==> src/rtl/sram_like_arbiter.sv <==
// Two-master arbiter (data port has priority over instruction port) in front of one
// SRAM-like port; an in-order tag FIFO routes each data_ok back to its requester.
module sram_like_arbiter #(
  parameter int OUTSTANDING = 4
) (
  input  logic        clk,
  input  logic        reset,
  input  logic        inst_req,
  input  logic        inst_wr,
  input  logic [1:0]  inst_size,
  input  logic [31:0] inst_addr,
  input  logic [3:0]  inst_wstrb,
  input  logic [31:0] inst_wdata,
  output logic        inst_addr_ok,
  output logic        inst_data_ok,
  output logic [31:0] inst_rdata,
  input  logic        data_req,
  input  logic        data_wr,
  input  logic [1:0]  data_size,
  input  logic [31:0] data_addr,
  input  logic [3:0]  data_wstrb,
  input  logic [31:0] data_wdata,
  output logic        data_addr_ok,
  output logic        data_data_ok,
  output logic [31:0] data_rdata,
  output logic        mem_req,
  output logic        mem_wr,
  output logic [1:0]  mem_size,
  output logic [31:0] mem_addr,
  output logic [3:0]  mem_wstrb,
  output logic [31:0] mem_wdata,
  input  logic        mem_addr_ok,
  input  logic        mem_data_ok,
  input  logic [31:0] mem_rdata,
  output logic        resp_err
);

  localparam int CW = $clog2(OUTSTANDING + 1);
  localparam int PW = $clog2(OUTSTANDING);

  localparam logic [1:0] IDLE   = 2'd0;
  localparam logic [1:0] LOCK_I = 2'd1;
  localparam logic [1:0] LOCK_D = 2'd2;

  logic [1:0]    state;
  logic [CW-1:0] count;
  logic [PW-1:0] rd_ptr;
  logic [PW-1:0] wr_ptr;
  logic          tags [OUTSTANDING];

  logic full;
  logic grant_i;
  logic grant_d;
  logic accept;
  logic resp;
  logic head_tag;

  assign full     = (count == CW'(OUTSTANDING));
  assign head_tag = tags[rd_ptr];

  // A lock holds the grant regardless of FIFO state: its slot was reserved when it was taken.
  always_comb begin
    grant_i = 1'b0;
    grant_d = 1'b0;
    if (!reset) begin
      case (state)
        IDLE: begin
          if (!full && data_req)      grant_d = 1'b1;
          else if (!full && inst_req) grant_i = 1'b1;
        end
        LOCK_I:  grant_i = 1'b1;
        LOCK_D:  grant_d = 1'b1;
        default: ;
      endcase
    end
  end

  always_comb begin
    mem_req   = grant_i | grant_d;
    mem_wr    = 1'b0;
    mem_size  = 2'd0;
    mem_addr  = 32'd0;
    mem_wstrb = 4'd0;
    mem_wdata = 32'd0;
    if (grant_d) begin
      mem_wr    = data_wr;
      mem_size  = data_size;
      mem_addr  = data_addr;
      mem_wstrb = data_wstrb;
      mem_wdata = data_wdata;
    end else if (grant_i) begin
      mem_wr    = inst_wr;
      mem_size  = inst_size;
      mem_addr  = inst_addr;
      mem_wstrb = inst_wstrb;
      mem_wdata = inst_wdata;
    end
  end

  assign accept       = mem_req & mem_addr_ok;
  assign inst_addr_ok = accept & grant_i;
  assign data_addr_ok = accept & grant_d;

  assign resp         = !reset && mem_data_ok && (count != '0);
  assign inst_data_ok = resp & !head_tag;
  assign data_data_ok = resp & head_tag;
  assign inst_rdata   = reset ? 32'd0 : mem_rdata;
  assign data_rdata   = reset ? 32'd0 : mem_rdata;

  always_ff @(posedge clk) begin
    if (reset) begin
      state    <= IDLE;
      count    <= '0;
      rd_ptr   <= '0;
      wr_ptr   <= '0;
      resp_err <= 1'b0;
      for (int i = 0; i < OUTSTANDING; i++) tags[i] <= 1'b0;
    end else begin
      case (state)
        IDLE: begin
          if (grant_d && !mem_addr_ok)      state <= LOCK_D;
          else if (grant_i && !mem_addr_ok) state <= LOCK_I;
        end
        LOCK_I, LOCK_D: if (mem_addr_ok) state <= IDLE;
        default: state <= IDLE;
      endcase

      if (accept) begin
        tags[wr_ptr] <= grant_d;
        wr_ptr       <= wr_ptr + PW'(1);
      end
      if (resp) rd_ptr <= rd_ptr + PW'(1);

      if (accept && !resp)      count <= count + CW'(1);
      else if (!accept && resp) count <= count - CW'(1);

      if (mem_data_ok && count == '0) resp_err <= 1'b1;
    end
  end

endmodule

==> config.mk <==
export PLATFORM = sky130hd
export DESIGN_NAME = sram_like_arbiter
export DESIGN_NICKNAME = d
export VERILOG_FILES = /design/src/rtl/sram_like_arbiter.sv
export SDC_FILE = /design/constraint.sdc
export NUM_CORES = 1
export LEC_CHECK = 0
export BUFFER_PORTS_ARGS = -buffer_cell sky130_fd_sc_hd__buf_2
export CORE_AREA = 2 2 123 125
export DETAILED_ROUTE_END_ITERATION = 8
export DIE_AREA = 0 0 125 127
export MAX_ROUTING_LAYER = met4
export SYNTH_ARGS = -nofsm -noshare
export SYNTH_HDL_FRONTEND = slang
export SYNTH_SLANG_ARGS = --single-unit
export TNS_END_PERCENT = 1
==> constraint.sdc <==
create_clock -name clk -period 4.3 [get_ports clk]
set_input_delay 0.43 -clock clk [delete_from_list [all_inputs] [get_ports clk]]
set_output_delay 0.43 -clock clk [all_outputs]
set_load 0.02 [all_outputs]
======== Word level (Yosys, flattened, before mapping) ========
Memory sizes are Yosys's and may differ from the RTL's. A register that Yosys moved wholly into a read port is not among the register bits.
Cells that the tools add are included.
storage, ports and cells
  flip-flop bits (word level) ............. 10
  RAM bits ................................ 4
  input port bits ......................... 180
  output and inout port bits .............. 141
  logic and storage cells ................. 77
  memories kept ........................... 1
memory list
  memory  words  width  rd ports  clocked after Yosys merged registers in  write ports  line  source
  tags    4      1      1         1                                        4            49    logic tags [OUTSTANDING];
operators by class
  $add $sub $neg .......................... 4
  eq/ne operators ......................... 5
  mux-type cells .......................... 34
  bitwise operators ....................... 6
  reduce and logical (&&, ||, !) cells .... 22
operators by type and width
  operator                                                            count
  32-bit two-way mux                                                  5
  2-bit two-way mux                                                   8
  1-bit two-way mux                                                   14
  1-bit logical AND                                                   9
  4-bit two-way mux                                                   2
  1-bit zero test                                                     6
  3-bit two-way mux                                                   2
  1-bit AND                                                           5
  2-bit by 1-bit adder with 2-bit output, second input constant       2
  1-bit one-hot mux with 2 select lines                               2
  2-bit one-hot mux with 2 select lines                               1
  3-bit by 1-bit adder with 3-bit output, second input constant       1
  3-bit == test, second input constant                                1
  3-bit zero test                                                     1
  3-bit inequality test, second input constant                        1
  3-bit nonzero test                                                  1
  3-bit by 1-bit subtractor with 3-bit output, second input constant  1
  2-bit by 1-bit == test with 1-bit output, second input constant     1
  2-bit == test, second input constant                                1
  2-bit zero test                                                     1
  2-bit inequality test, second input constant                        1
  2-bit AND reduction                                                 1
  2-bit nonzero test                                                  1
  2-bit OR reduction                                                  1
  other kinds (2)                                                     2

======== Depth between registers and ports, before layout ========
Gate-level depths: netlist of run 1.
  depth after elaboration ................. 14
  depth in mapped cells ................... 11
  depth with buffers taken out ............ 11

======== Least setup slack after synthesis of run 1 ========
Ideal clock, no wire load.
  kind .................................... input to register
  start point ............................. in reset
  end point ............................... reg count[2]
  setup time .............................. 0.071 ns
  arrival ................................. 2.200 ns
  data required time ...................... 4.229 ns
  setup slack ............................. 2.029 ns
  stages on the path ...................... 11
  buffers on the path ..................... 2
  cell sequence ........................... buf_8 -> clkbuf_1 -> inv_1 -> nand2_1 -> nor2_1 -> ha_1 -> inv_1 -> fa_1 -> xor2_1 -> or3_1 -> a21oi_1
on the way
  longest elaborated chain between the ends .. 6
  elaborated cells on any way between the ends .. 13
  those cells by class .................... mux (3); bitwise (2); reduce/logical (8)
RTL lines
  element                              line  source
  start, declared                      7     input logic reset,
  1-bit two-way mux                    65    if (!reset) begin
  1-bit bitwise OR *                   79    mem_req = grant_i | grant_d;
  1-bit AND *                          100   assign accept = mem_req & mem_addr_ok;
  net accept                           54    logic accept;
  1-bit zero test                      135   else if (!accept && resp) count <= count - CW'(1);
  1-bit logical AND                    135
  2-bit nonzero test (no source line)  -
  end signal, assigned                 134   if (accept && !resp) count <= count + CW'(1);
  end signal, assigned                 135
  end, declared                        46    logic [CW-1:0] count;
Mark *: on every way through the listed nets, which the timed path passes. The rest lies on a longest branch.
A chain may end at the register's enable or synchronous reset.

======== Worst setup path after layout of run 1 ========
  start point ............................. reg state[0]
  end point ............................... out mem_wdata[29]
on the way
  longest elaborated chain between the ends .. 5
  elaborated cells on any way between the ends .. 9
  those cells by class .................... eq/ne (2); mux (6); reduce/logical (1)
RTL lines
  element                                                                             line  source
  start, declared                                                                     45    logic [1:0] state;
  start signal, assigned                                                              112   state <= IDLE;
  start signal, assigned                                                              121   if (grant_d && !mem_addr_ok) state <= LOCK_D;
  start signal, assigned                                                              122   else if (grant_i && !mem_addr_ok) state <= LOCK_I;
  2-bit by 1-bit == test with 1-bit output / 2-bit zero test (equally long branches)  66    case (state)
  1-bit one-hot mux with 2 select lines                                               66
  1-bit two-way mux                                                                   65
  32-bit two-way mux                                                                  91    end else if (grant_i) begin
  32-bit two-way mux *                                                                85    if (grant_d) begin
  end, declared                                                                       31    output logic [31:0] mem_wdata,
Every way passes the cells marked *; elsewhere a longest branch is shown, timed or not.

==> results.yml, run 1 <==
outcome:
  status: "finished clean"
grt:
  grt-ovfl-total: 0
  grt_antenna_before_repair: 0
  grt_pass1_vias: 2831
  grt_usage: 0.130
  grt_pass1_wl_mm: 15.9
  grt_max_degree: 72
routing:
  drtIter0Drc: 140
  num_vias: 3018
  routed_via_density: 4.24
  wl_per_cell_um: 15.8
  antenna_left: 0
  first_pass_iters: 4
  remaining_drc_errors: 0
  routed_wl_mm: 11.2
pwr:
  p_leak_nw: 2.17
  powerDensity_mw_per_mm2: 436
  ir_drop_mv: 0.183
clock_network:
  cts_buffers: 3
  cts.clk_slew.worst_paths_ns: 0.05
  clock_latency_ns: 0.24
  cts.repair.resized: 0
  h-tree-depth: 1
  numClockSinks: 16
  cts_buffer_depth: 2
  cts-hold-fix-buffers: 0
  cts_tree: "done"
  post-cts-setup-buffers: 0
  cts_root_buf: "clkbuf_16"
logic_synthesis:
  syn_nets: 440
  synth_top_area_share: 0.292
  syn_area_sq_mm: 0.00213
  async_reset_ff_frac: 0
  synth_edf_count: 4
  yosysMostFrequentCell: "a22o_1"
  synth_common_cells: "a22o_1 (71), nor2b_1 (33), buf_4 (32)"
  yosys_register_bits: 16
  yosysUniqueCellTypes: 45
  synth.area.top_cells: "a22o_1 (29%), dfxtp_1 (11%), buf_4 (11%), nor2b_1 (9.7%), edfxtp_1 (5.6%)"
  synthCells: 255
  yosysSeqAreaShare: 0.169
  yosysWarnings: 0
  synth_flop_cell: "dfxtp_1"
  yosys.area.top_type: "a22o_1"
  avgSynthCellArea_sq_um: 8.35
place:
  place_area_sq_mm: 0.00360
  place_inst: 708
  port_buffers: 320
  pre_cts_slack_ns: 1.50
  dp_hpwl_mm: 9.67
  gp_congestion: 0.922
worst_setup_path:
  cpPeakStageDelay_ns: 0.58
  crit_arrival_ns: 2.67
  cp_slowest_cell: "buf_4"
  worstPathRequired_ns: 3.87
  end_kind: "output port"
  worstPathCellList: "inv_1 > ha_1 > nor4b_2 > nor2_2 > nor3_4 > buf_4 > a22o_1 > buf_2"
  cp_max_fo: 71
  cp-start-kind: "flip-flop"
  crit_type: "reg2out"
timing:
  worstMarginPinSlew_ns: 0.811
  relSlewSlack: 0.458
  layout_setup_ws_ns: 1.20
  post-route-period-util: 0.720
  skew_ns: 0.00632
  fin_crit_ns: 3.10
  drv_slew: 0
  finalSetupTns_ns: 0
  rsz0062_at_grt: "no"
  fmaxAchievable_mhz: 323
  setup_violations: 0
  final_hold_viol_count: 0
floorplanning:
  fp.dieArea_sq_mm: 0.0159
  core_sq_mm: 0.0144
  dieWidth_um: 125
  initial_core_util: 0.148
  die_h_um: 127
  io_pins: 321
  num_rows: 44
layout:
  drive_gt1_frac: 0.640
  syn_to_final_growth_pct: 72.9
  final_cell_count_no_fill: 712
  finish.instance_area_sq_mm: 0.00368
  nets: 714
  diodes: 0
  utilization: 0.255
hold_path:
  hold_path_class: "in2reg"
job:
  drv_cap: 0
==> critical path: cells and delay by family, from the launching register on <==
kind	cells	cell delay, ns
AOI/OAI and AO/OA	1	0.32
adders and majority gates	1	0.25
buffers and inverters	3	0.85
DFF	1	0.33
and+or+nand+nor	3	0.65
==> routing by layer <==
layer / track usage / up-vias / routed length, um
li1: - / 1444 / -
met1: 0.149 / 1347 / 4390
met2: 0.245 / 221 / 5640
met3: 0.0230 / 6 / 1120
met4: 0.0124 / 0 / 80
met5: - / - / 0
==> cells by family after synthesis <==
kind of cell | Yosys count | synth area share
xor+xnor | 4 | 0.0165
buf+inv | 64 | 0.205
mux | 4 | 0.0253
simple gates | 75 | 0.209
compound gates | 87 | 0.343
fa+ha+maj | 5 | 0.0329
flops | 16 | 0.169
==> stage by stage <==
step | power, mW | hold WS, ns
6_report | 1.60 | 0.431
3_5_place_dp | 1.43 | 0.464
3_3_place_gp | 1.43 | 0.450
2_1_floorplan | 1.08 | 0.455
4_1_cts | 1.61 | 0.437
5_1_grt | 1.71 | 0.464
==> layout make-up <==
type,count,area (sq um)
well taps,184,230
inverters,10,37.5
multi-input cells,175,1340
flip-flops and latches,16,360
fillers,1609,10700
clock buffers,4,78.8
repair buffers,323,1640
==> where the power goes <==
group | switching, mW | leakage (nW) | internal (mW)
Clock | 0.0540 | 0.0382 | 0.125
Sequential | 0.0374 | 0.140 | 0.194
Combinational | 0.725 | 1.99 | 0.468
==> layout by cell type, fill, tap and decap left out, types with 2 or more instances in the layout <==
cell       Yosys  final
xor2_1         2      2
nor3b_2        2      2
nand3b_1       2      2
nor2_1        16     16
inv_1          8      8
xnor2_1        2      2
dfxtp_1       12     12
or3_1          2      2
nand2_1        8      8
buf_2          6    320
o21ai_0        4      4
a21oi_1        4      4
mux2i_1        2      2
edfxtp_1       4      4
inv_2          2      2
buf_4         32      2
nor3_4         1      2
nor2b_1       33     33
a22o_1        71     71
nor3_1         3      3
ha_1           4      4
clkbuf_16      0      3
==> worst paths after layout <==
path	startpoint	to	slack [ns]	cells past startpoint
min	mem_data_ok	resp_err	0.43	3
max	state[0]	mem_wdata[29]	1.20	8
max reg2reg	state[0]	count[2]	1.93	11
min reg2reg	resp_err	resp_err	0.47	2
(Power assumes the default switching activity.)
==> run 2: changes to the inputs <==
--- a/config.mk
+++ b/config.mk
@@ -6,9 +6,9 @@
 export NUM_CORES = 1
 export LEC_CHECK = 0
 export BUFFER_PORTS_ARGS = -buffer_cell sky130_fd_sc_hd__buf_2
-export CORE_AREA = 2 2 123 125
+export CORE_AREA = 2 2 124 126
 export DETAILED_ROUTE_END_ITERATION = 8
-export DIE_AREA = 0 0 125 127
+export DIE_AREA = 0 0 126 128
 export MAX_ROUTING_LAYER = met4
 export SYNTH_ARGS = -nofsm -noshare
 export SYNTH_HDL_FRONTEND = slang
==> constraint.sdc (replaced) <==
create_clock -name clk -period 3.1 [get_ports clk]
set_input_delay 0.31 -clock clk [delete_from_list [all_inputs] [get_ports clk]]
set_output_delay 0.31 -clock clk [all_outputs]
set_load 0.02 [all_outputs]
==> results.yml, run 2 (same netlist as run 1, synthesis figures left out) <==
timing:
  holdWs_ns: 0.306
  final_hold_viol_count: 0
  drv_slew: 0
  relSlewSlack: 0.680
  fmaxAchievable_mhz: 368
  worstMarginPinSlew_ns: 0.480
  post-route-period-util: 0.876
  finalSetupTns_ns: 0
  setup_violations: 0
  skew_ns: 0.00217
  fin_crit_ns: 2.72
  rsz0062_at_grt: "no"
floorplanning:
  num_rows: 45
  die_h_um: 128
  core_sq_mm: 0.0149
  fp.dieArea_sq_mm: 0.0161
  initial_core_util: 0.143
  io_pins: 321
  dieWidth_um: 126
hold_path:
  hold_path_class: "in2reg"
  hp-start: "mem_data_ok"
place:
  dp_hpwl_mm: 8.97
  port_buffers: 320
  gp_congestion: 0.822
pwr:
  comb_power_share: 0.744
  p_int_mw: 1.10
  powerDensity_mw_per_mm2: 603
  total_power_mw: 2.24
  p_sw_mw: 1.13
  p_sw_frac: 0.507
  ir_drop_mv: 0.207
  p_leak_nw: 2.18
  seqPwrFrac: 0.144
  power.share.clock: 0.112
routing:
  routed_via_density: 4.20
  num_vias: 3011
  remaining_drc_errors: 0
  drtIter0Drc: 137
  wl_per_cell_um: 14.7
  first_pass_iters: 4
  routed_wl_mm: 10.6
  antenna_left: 0
clock_network:
  cts_buffers: 3
  cts_buffer_depth: 2
  clock_latency_ns: 0.24
  cts.clk_slew.worst_paths_ns: 0.05
  cts_tree: "done"
  post-cts-setup-buffers: 0
  numClockSinks: 16
  cts.repair.resized: 0
  cts-hold-fix-buffers: 0
  cts_root_buf: "clkbuf_16"
  h-tree-depth: 1
grt:
  grt_usage: 0.118
  grt-ovfl-total: 0
  grt_max_degree: 72
  grt_pass1_vias: 2701
  grt_antenna_before_repair: 0
  grt_pass1_wl_mm: 14.8
layout:
  syn_to_final_growth_pct: 74.1
  layout_commonest_cell: "buf_2"
  layout_common_cells: "buf_2 (320), a22o_1 (71), nor2b_1 (33), nor2_1 (16), dfxtp_1 (12)"
  diodes: 0
  fill_cells: 1664
  multi_input_area_sq_mm: 0.00134
  drive_gt1_frac: 0.641
  seq_area_sq_um: 360
  nets: 715
worst_setup_path:
  crit_arrival_ns: 2.41
  cp-start-kind: "flip-flop"
  regToRegStartpoint: "state[0]"
  crit_start: "state[0]"
  cp_max_fo: 62
  worstPathRequired_ns: 2.79
  crit_type: "reg2out"
  end_kind: "output port"
outcome:
  status: "finished clean"
job:
  drv_cap: 0
-- run 2: final cells by class --
class	instances	area share
Clock buffer	4	0.0213
Inverter	10	0.0101
Multi-Input combinational cell	175	0.361
Sequential cell	16	0.0972
Tap cell	188	0.0634
Timing Repair Buffer	324	0.447
-- run 2: worst max-delay path, stage by stage, from the launching register on --
cell and delay [ns]:
dfxtp_1 0.32, inv_1 0.07, ha_1 0.25, nor4b_2 0.40
nor2_2 0.12, nor3_4 0.19, buf_12 0.26, a22o_1 0.27
buf_2 0.20
-- run 2: per-stage QoR --
stage,util,setup slack (ns),std cells,cell area [sq um]
final,0.249,0.384,717,3710
after global routing,0.249,0.208,717,3710
after CTS,0.249,0.361,717,3710
after detailed placement,0.244,0.632,713,3630
after global placement,0.244,0.661,713,3630
after floorplan,-,0.949,255,2130
-- run 2: per-layer routing --
layer | vias up | global-route usage | part of all wire | routed length, um
li1 | 1449 | - | - | -
met1 | 1348 | 0.133 | 0.40 | 4220
met2 | 210 | 0.225 | 0.50 | 5270
met3 | 4 | 0.0196 | 0.095 | 1000
met4 | 0 | 0.00970 | 0.0074 | 78
met5 | - | - | 0 | 0
-- run 2: worst paths after layout --
check                                    end  slack [ns]  cells after the start
worst max register to register      count[2]        0.80                     11
worst max-delay path            mem_addr[31]        0.38                      8
worst min register to register      resp_err        0.46                      2
worst min-delay path                resp_err        0.31                      3
-- run 2: power by group through the flow --
stage	Combinational (mW)	Sequential [mW]	Clock (mW)
after floorplan	1.18	0.314	0
final	1.66	0.322	0.251
after detailed placement	1.68	0.327	0
after CTS	1.69	0.323	0.255
after global placement	1.68	0.327	0
after global routing	1.79	0.332	0.263
==> run 3: changes to the inputs <==
==> constraint.sdc (replaced) <==
create_clock -name clk -period 3.1 [get_ports clk]
set_input_delay 0.31 -clock clk [delete_from_list [all_inputs] [get_ports clk]]
set_output_delay 0.31 -clock clk [all_outputs]
set_load 0.005 [all_outputs]
==> results.yml, run 3 (same netlist as run 1, synthesis figures left out) <==
outcome:
  status: "finished clean"
clock_network:
  h-tree-depth: 1
  clock_latency_ns: 0.24
  cts_buffer_depth: 2
  cts.clk_slew.worst_paths_ns: 0.05
  numClockSinks: 16
  cts.repair.resized: 0
  post-cts-setup-buffers: 0
  cts_buffers: 3
  cts_tree: "done"
  cts-hold-fix-buffers: 0
  cts_root_buf: "clkbuf_16"
pwr:
  ir_drop_mv: 0.173
  powerDensity_mw_per_mm2: 505
  p_leak_nw: 2.17
layout:
  layout_commonest_cell: "buf_2"
  final_cell_count_no_fill: 718
  drive_gt1_frac: 0.641
  nets: 715
  syn_to_final_growth_pct: 73.6
  fill_cells: 1659
  layout_common_cells: "buf_2 (320), a22o_1 (71), nor2b_1 (33), nor2_1 (16), dfxtp_1 (12)"
grt:
  grt_max_degree: 67
  grt-ovfl-total: 0
  grt_pass1_wl_mm: 14.8
  grt_antenna_before_repair: 1
  grt_usage: 0.120
  grt_pass1_vias: 2668
worst_setup_path:
  critical_path_buf_inv_count: 3
  worstPathCellList: "inv_1 > ha_1 > nor4b_2 > nor2_2 > nor3_4 > buf_12 > a22o_1 > buf_2"
  reg2reg_to: "count[2]"
  crit_type: "reg2out"
  r2r.worst_path.cells: 11
  end_kind: "output port"
  cpPeakStageDelay_ns: 0.40
  cp_max_fo: 66
  regToRegStartpoint: "state[0]"
  crit_family: "simple AND/OR/NAND/NOR gates"
  cp_slowest_cell: "nor4b_2"
  crit_arrival_ns: 2.55
  cp-start-kind: "flip-flop"
  reg2reg_slack_ns: 0.80
  worstPathRequired_ns: 2.79
hold_path:
  whs_path_depth: 3
  hold_path_class: "in2reg"
  timing.hold.worst_endpoint: "resp_err"
  hp-start: "mem_data_ok"
timing:
  relSlewSlack: 0.571
  worstMarginPinSlew_ns: 0.644
  rsz0062_at_grt: "no"
  setup_violations: 0
  drv_slew: 0
  post-route-period-util: 0.921
  skew_ns: 0.00181
  final_hold_viol_count: 0
  fmaxAchievable_mhz: 350
  fin_crit_ns: 2.86
  finalSetupTns_ns: 0
routing:
  remaining_drc_errors: 0
  num_vias: 2974
  drtIter0Drc: 130
  first_pass_iters: 6
  routed_via_density: 4.14
  wl_per_cell_um: 14.9
  routed_wl_mm: 10.7
  antenna_left: 0
floorplanning:
  core_sq_mm: 0.0149
  die_h_um: 128
  io_pins: 321
  initial_core_util: 0.143
  dieWidth_um: 126
  fp.dieArea_sq_mm: 0.0161
  num_rows: 45
place:
  gp_congestion: 0.828
  place_inst: 713
  port_buffers: 320
  dp_hpwl_mm: 9.19
job:
  drv_cap: 0
run 3: cell type report:
| class | count | area, sq um | share of cell area |
|---|---|---|---|
| Timing Repair Buffer | 324 | 1640 | 0.445 |
| Multi-Input combinational cell | 175 | 1340 | 0.362 |
| Sequential cell | 16 | 360 | 0.0975 |
| Tap cell | 188 | 235 | 0.0636 |
| Clock buffer | 4 | 78.8 | 0.0213 |
| Inverter | 10 | 37.5 | 0.0102 |
| Antenna cell | 1 | 2.50 | 0.000677 |
run 3: worst register-to-register path: stages, from the launching register on:
cell and delay [ns]:
dfxtp_1 0.31, inv_1 0.10, ha_1 0.23, nor2_1 0.09, a21boi_0 0.14, nor2_1 0.14
ha_1 0.19, inv_1 0.06, fa_1 0.37, xor2_1 0.18, or3_1 0.30, a21oi_1 0.13
run 3: layer usage:
layer / track usage / share of wire / up-vias
li1: - / - / 1449
met5: - / 0 / -
met3: 0.0271 / 0.10 / 6
met2: 0.226 / 0.50 / 216
met4: 0.0200 / 0.012 / 0
met1: 0.129 / 0.38 / 1303
run 3: worst max path at each step:
stage	startpoint	to	slack [ns]	depth (start not counted)
final	state[0]	mem_addr[31]	0.24	8
after global routing	state[0]	mem_addr[31]	0.07	8
after CTS	state[0]	mem_addr[31]	0.22	8
after detailed placement	state[0]	mem_addr[31]	0.48	8
after global placement	state[0]	mem_addr[31]	0.51	8
after floorplan	reset	count[2]	0.95	11
run 3: report_power, final:
group | switching [mW] | internal, mW | leakage [nW]
Sequential | 0.0528 | 0.269 | 0.140
Clock | 0.0767 | 0.174 | 0.0382
Combinational | 0.652 | 0.642 | 1.99
Total | 0.781 | 1.09 | 2.17
run 3: through the flow:
step	hold WS, ns	util	area, sq um	power [mW]	worst slack, ns
3_5_place_dp	0.462	0.243	3620	1.64	0.485
3_3_place_gp	0.457	0.243	3620	1.63	0.514
4_1_cts	0.300	0.249	3690	1.90	0.216
2_1_floorplan	0.449	-	2130	1.13	0.949
5_1_grt	0.346	0.249	3700	2.01	0.0658
6_report	0.308	0.249	3700	1.87	0.243
